<file path="src/rtl/adc_apb_fifo_wrapper_pkg.sv">
// Shared constants for the APB-mapped dummy ADC sample FIFO.
// Register addresses, status layout and sample format.
package adc_apb_fifo_wrapper_pkg;

  localparam int STATUS_REG_ADDR     = 'h000;
  localparam int ADC_TRIGGER_ADDR    = 'h004;
  localparam int MEASUREMENT_HI_ADDR = 'h008;
  localparam int MEASUREMENT_LO_ADDR = 'h00C;

  localparam int ST_NOT_EMPTY = 0;
  localparam int ST_FULL      = 1;
  localparam int ST_OVERFLOW  = 2;
  localparam int ST_COUNT_LSB = 4;

  localparam int FIFO_DEPTH = 8;
  localparam int SAMPLE_W   = 56;
  localparam int PTR_W      = 3;
  localparam int CNT_W      = 4;
  localparam int SEQ_W      = 16;

  localparam logic [15:0] ADC_TAG = 16'hADC0;

  function automatic logic [SAMPLE_W-1:0] make_sample(
    input logic [SEQ_W-1:0] seq
  );
    return {ADC_TAG, seq, 8'h00, seq};
  endfunction

endpackage

</file>
<file path="src/rtl/adc_sample_fifo.sv">
// Synchronous 8-deep sample FIFO with first-word fall-through head.
// Push into a full FIFO is dropped unless a pop frees a slot that edge.
module adc_sample_fifo
  import adc_apb_fifo_wrapper_pkg::*;
(
  input  logic                PCLK,
  input  logic                PRESETn,
  input  logic                push,
  input  logic                pop,
  input  logic [SAMPLE_W-1:0] wdata,
  output logic [SAMPLE_W-1:0] rdata,
  output logic                full,
  output logic                empty,
  output logic [CNT_W-1:0]    count
);

  logic [SAMPLE_W-1:0] mem [FIFO_DEPTH];
  logic [PTR_W-1:0]    wr_ptr;
  logic [PTR_W-1:0]    rd_ptr;
  logic                do_push;
  logic                do_pop;

  assign full    = (count == CNT_W'(FIFO_DEPTH));
  assign empty   = (count == '0);
  assign do_pop  = pop & ~empty;
  assign do_push = push & (~full | do_pop);
  assign rdata   = mem[rd_ptr];

  // Storage array; contents need no reset since count gates validity.
  always_ff @(posedge PCLK) begin
    if (do_push) mem[wr_ptr] <= wdata;
  end

  // Pointers wrap naturally at 8; count tracks occupancy 0..8.
  always_ff @(posedge PCLK or posedge PRESETn) begin
    if (PRESETn) begin
      wr_ptr <= '0;
      rd_ptr <= '0;
      count  <= '0;
    end else begin
      if (do_push) wr_ptr <= wr_ptr + 1'b1;
      if (do_pop)  rd_ptr <= rd_ptr + 1'b1;
      case ({do_push, do_pop})
        2'b10:   count <= count + 1'b1;
        2'b01:   count <= count - 1'b1;
        default: count <= count;
      endcase
    end
  end

endmodule

</file>
<file path="src/rtl/adc_apb_fifo_wrapper.sv">
// APB slave exposing a dummy ADC whose samples queue in a FIFO.
// Trigger writes sample one edge later; LO reads pop the head.
module adc_apb_fifo_wrapper
  import adc_apb_fifo_wrapper_pkg::*;
#(
  parameter int ADDR_WIDTH = 12,
  parameter int DATA_WIDTH = 32
) (
  input  logic                  PCLK,
  input  logic                  PRESETn,
  input  logic                  PSEL,
  input  logic [ADDR_WIDTH-1:0] PADDR,
  input  logic                  PENABLE,
  input  logic                  PWRITE,
  input  logic [DATA_WIDTH-1:0] PWDATA,
  output logic [DATA_WIDTH-1:0] PRDATA,
  output logic                  PREADY,
  output logic                  PSLVERR
);

  logic                  is_stat;
  logic                  is_trig;
  logic                  is_hi;
  logic                  is_lo;
  logic                  access;
  logic                  err;
  logic                  ok;
  logic [DATA_WIDTH-1:0] rd_mux;
  logic [DATA_WIDTH-1:0] status;

  logic                  pend;
  logic [SEQ_W-1:0]      seq;
  logic                  ovf;
  logic                  trig_fire;
  logic                  pop;
  logic                  stat_rd;

  logic [SAMPLE_W-1:0]   head;
  logic                  full;
  logic                  empty;
  logic [CNT_W-1:0]      count;

  assign is_stat = (PADDR == ADDR_WIDTH'(STATUS_REG_ADDR));
  assign is_trig = (PADDR == ADDR_WIDTH'(ADC_TRIGGER_ADDR));
  assign is_hi   = (PADDR == ADDR_WIDTH'(MEASUREMENT_HI_ADDR));
  assign is_lo   = (PADDR == ADDR_WIDTH'(MEASUREMENT_LO_ADDR));
  assign access  = PSEL & PENABLE;
  assign ok      = access & ~err;

  assign trig_fire = ok & is_trig & PWRITE & PWDATA[0];
  assign pop       = ok & is_lo & ~PWRITE;
  assign stat_rd   = ok & is_stat & ~PWRITE;

  assign PREADY  = 1'b1;
  assign PSLVERR = access & err;
  assign PRDATA  = (PSEL & ~PWRITE) ? rd_mux : '0;

  // Status word assembled from FIFO flags and the sticky overflow.
  always_comb begin
    status = '0;
    status[ST_NOT_EMPTY]          = ~empty;
    status[ST_FULL]               = full;
    status[ST_OVERFLOW]           = ovf;
    status[ST_COUNT_LSB +: CNT_W] = count;
  end

  // Address decode: read mux and error classification.
  always_comb begin
    rd_mux = '0;
    err    = 1'b1;
    unique case (1'b1)
      is_stat: begin
        err    = PWRITE;
        rd_mux = status;
      end
      is_trig: begin
        err = ~PWRITE;
      end
      is_hi: begin
        err = PWRITE | empty;
        if (!empty) rd_mux = DATA_WIDTH'(head[55:24]);
      end
      is_lo: begin
        err = PWRITE | empty;
        if (!empty) rd_mux = DATA_WIDTH'({8'h00, head[23:0]});
      end
      default: begin
        err = 1'b1;
      end
    endcase
  end

  // Dummy ADC: a pending trigger samples and advances seq next edge.
  always_ff @(posedge PCLK or posedge PRESETn) begin
    if (PRESETn) begin
      pend <= 1'b0;
      seq  <= SEQ_W'(1);
    end else begin
      pend <= trig_fire;
      if (pend) seq <= seq + 1'b1;
    end
  end

  // Sticky overflow: set on a dropped sample, cleared by a STATUS read.
  always_ff @(posedge PCLK or posedge PRESETn) begin
    if (PRESETn) begin
      ovf <= 1'b0;
    end else if (pend && full && !pop) begin
      ovf <= 1'b1;
    end else if (stat_rd) begin
      ovf <= 1'b0;
    end
  end

  adc_sample_fifo u_fifo (
    .PCLK    (PCLK),
    .PRESETn (PRESETn),
    .push    (pend),
    .pop     (pop),
    .wdata   (make_sample(seq)),
    .rdata   (head),
    .full    (full),
    .empty   (empty),
    .count   (count)
  );

endmodule

</file>
<file path="config.mk">
export PLATFORM = sky130hd
export DESIGN_NAME = adc_apb_fifo_wrapper
export DESIGN_NICKNAME = d
export VERILOG_FILES = /design/src/rtl/adc_apb_fifo_wrapper_pkg.sv /design/src/rtl/adc_sample_fifo.sv /design/src/rtl/adc_apb_fifo_wrapper.sv
export SDC_FILE = /design/constraint.sdc
export NUM_CORES = 1
export LEC_CHECK = 0
export BUFFER_PORTS_ARGS = -buffer_cell sky130_fd_sc_hd__buf_2
export CAP_MARGIN = 0
export CORE_ASPECT_RATIO = 0.5
export CORE_MARGIN = 2
export CORE_UTILIZATION = 62
export DETAILED_ROUTE_END_ITERATION = 7
export GPL_ROUTABILITY_DRIVEN = 0
export GPL_TIMING_DRIVEN = 1
export PLACE_DENSITY = 0.9
export SKIP_LAST_GASP = 1
export SLEW_MARGIN = 20
export SYNTH_ARGS = -nofsm -noshare
export SYNTH_HDL_FRONTEND = slang
export SYNTH_SLANG_ARGS = --single-unit
</file>
<file path="constraint.sdc">
create_clock -name PCLK -period 9.4 [get_ports PCLK]
set_input_delay 2.82 -clock PCLK [delete_from_list [all_inputs] [get_ports PCLK]]
set_output_delay 2.82 -clock PCLK [all_outputs]
set_load 0.005 [all_outputs]
</file>
==> out/summary.txt <==
Gr ovfl total: 0
Status: finished clean
Post-CTS Setup Bufs: 0
Resize count post-CTS: 0
CTS HTree Levels: 4
Num rows: 26
Critical path endpoint category: output port
Fillers: 558
Final Slew Violations: 0
Fin nets: 489
Clk root buf: clkbuf_16
Worst hold path depth: 2
Max-cap viol count: 0
Endpoints failing setup: 0
WL final: 14310 µm
Synth-to-Final Area Change: 12.78%
Starting Density: 0.6487
Pleak: 2.672 nW
Die height: 77.80 µm
Die area: 0.01179 mm²
Die Wd: 151.6 µm
Setup crit start kind: input port
Pwr Density: 184.8 mW/mm²
Hold WC Path Type: register to register
Total GRT Usage: 0.2621
Crit path max fanout: 16
Vias per cell: 6.446
Setup TNS: 0 ps
CTS tree: yes
Sequential share of the synthesized area: 0.6732
Vias: 3784
Reg2reg end: u_fifo.count[2]
Share of cells above drive strength 1: 0.3087
Pin count of the biggest net entering global routing: 35
Avg Inst Size Synth: 17.40 µm²
Hold_ws: 523.3 ps
Crit Path Category: input port to output port
Max frequency: 133.3 MHz
Core area: 0.01041 mm²
Synth cell types: 51
R2R cell count: 11
Num CTS Buffers: 17
Antenna violations before repair: 0
Peak supply drop: 0.1208 mV
Tcrit/Tclk final: 0.7981
Final Skew: 7.839 ps
Slew at the pin closest to its max-slew limit: 936.1 ps
Vias in the first global route: 3801
Mapped Cells: 388
Worst setup path endpoint: PRDATA[26]
Deepest clock path buffer count: 2
RR Startpoint: u_fifo.count[1]
Post-DRT Antenna Nets: 0
DRC: 0
Synth warnings: 0
RSZ-0062 raised after global routing: no
Wire per inst: 24.39 µm
Drt pass-1 iters: 7
IO Pins: 83
Initial DRC Count: 366
Worst rel slew slack: 0.3760
Hold_buf cts: 0
Worst EP arrival: 4680 ps
Worst EP required: 6580 ps
R2R Setup Slk: 6000 ps
Diode count: 0
Final hold vios: 0
Clock-pin transition on the worst setup and hold timing paths: 60 ps
Port Buffer Count: 41
Synth Register Bits: 156
Worst-Skew Late Latency: 430 ps
Sink Count: 156
Detailed Place HPWL: 7767 µm
Minimum clock period after layout: 7502 ps
CP startpoint: PADDR[9]
Syn Std Cell Area: 0.006753 mm²
First-pass GRT wire length: 21660 µm
==> final cells by class <==
class                      instances  area [µm²]  area share
tap                              140       175.2     0.02300
clock buffer                      18       429.2     0.05635
inverter                           5       18.77    0.002464
sequential                       156        4547      0.5970
multi-input combinational        201        2014      0.2645
clock inverter                    14       136.4     0.01791
timing repair buffer              53       295.3     0.03877
==> power by group <==
| group | leakage (nW) | total [mW] | switching [mW] | internal [mW] |
|---|---|---|---|---|
| Combinational | 0.848 | 0.0131 | 0.00839 | 0.00475 |
| Clock | 0.269 | 0.656 | 0.286 | 0.370 |
| Sequential | 1.56 | 0.739 | 0.000108 | 0.738 |
| Total | 2.67 | 1.41 | 0.295 | 1.11 |
==> worst min path at each step <==
stage,start,end
after floorplan,ovf,ovf
after global placement,ovf,ovf
after detailed placement,ovf,ovf
after CTS,ovf,ovf
after global routing,ovf,ovf
final,ovf,ovf
==> critical path, cell delays in order <==
cell and delay (ps):
buf_2 110, nor4_4 330, nand4_1 230, or2_1 620, nor2_1 400, buf_2 180
==> placed cells by master, fill, tap and decap left out, drive strengths merged, types with 2 or more instances in the layout <==
master / Yosys / routed
a2111oi: 2 / 2
a21boi: 2 / 2
and2: 2 / 2
and3: 2 / 2
and4: 2 / 2
buf: 30 / 53
clkbuf: 4 / 18
clkinv: 0 / 5
clkinvlp: 0 / 3
conb: 2 / 10
dfrtp: 27 / 27
edfxtp: 128 / 128
ha: 6 / 6
inv: 5 / 10
mux2: 3 / 3
mux2i: 16 / 16
mux4: 32 / 32
nand2: 19 / 19
nand2b: 4 / 4
nand3: 5 / 5
nand3b: 2 / 2
nand4: 8 / 8
nor2: 22 / 22
nor2b: 2 / 2
nor3: 6 / 6
nor4: 6 / 6
nor4b: 4 / 4
nor4bb: 2 / 2
o21ai: 2 / 2
o2bb2ai: 7 / 7
xnor2: 15 / 15
xor2: 8 / 8
==> per-stage QoR <==
step	cells	power (mW)	area, µm²	util	setup slack, ps
finish	587	1.408	7616	0.7316	1898
global route	587	1.443	7616	0.7316	1702
CTS	587	1.413	7616	0.7316	1911
detailed placement	555	0.7663	7051	0.6773	1909
global placement	555	0.7659	7051	0.6773	1994
floorplan	396	0.7622	6783	-	2304
==> registers in the layout, indices dropped and copies added, names as in the netlist <==
signal         count
seq               16
ovf                1
pend               1
u_fifo.mem       128
u_fifo.rd_ptr      3
u_fifo.count       4
u_fifo.wr_ptr      3
==> logic make-up (layout without fill, tap and decap cells) <==
family	after synthesis	after routing	share of synthesized area
mux	51	51	0.1354
xor+xnor	23	23	0.02983
other cells	2	10	0.001112
simple gates	89	89	0.08393
flops	156	156	0.6732
fa+ha+maj	6	6	0.01112
buf+inv	39	90	0.03798
compound gates	22	22	0.02742
==> cell usage after synthesis, drive strengths merged <==
master,instances,area (µm²)
a211o,1,8.760
nor4bb,2,20.02
nor3b,1,12.51
mux2,3,33.78
o21ai,2,10.01
o2bb2ai,7,61.31
nor4b,4,71.32
mux2i,16,160.2
nor2,22,87.58
o31a,1,8.760
edfxtp,128,3844
xor2,8,70.07
o221ai,1,8.760
nor2b,2,12.51
and2,2,12.51
or4,1,11.26
a21oi,1,5.000
a2111oi,2,17.52
nand2,19,71.32
and3,2,12.51
or2,1,6.260
and4,2,17.52
dfstp,1,26.28
xnor2,15,131.4
ha,6,75.07
a21boi,2,18.77
nand2b,4,25.02
a311oi,1,8.760
clkbuf,4,15.01
nor4,6,86.34
dfrtp,27,675.7
conb,2,7.510
a31o,1,8.760
o211ai,1,7.510
nand4,8,50.05
nand3b,2,15.01
nand3,5,25.02
inv,5,18.77
nor3,6,30.03
buf,30,222.7
a41oi,1,8.760
mux4,32,720.7
o31ai,1,12.51
==> per-layer routing <==
metal	track usage	share of wire
met1	0.3568	0.40
met2	0.4027	0.48
met3	0.08765	0.099
met4	0.09352	0.017
met5	0	0
No activity file was read; power rests on OpenSTA's default activity.
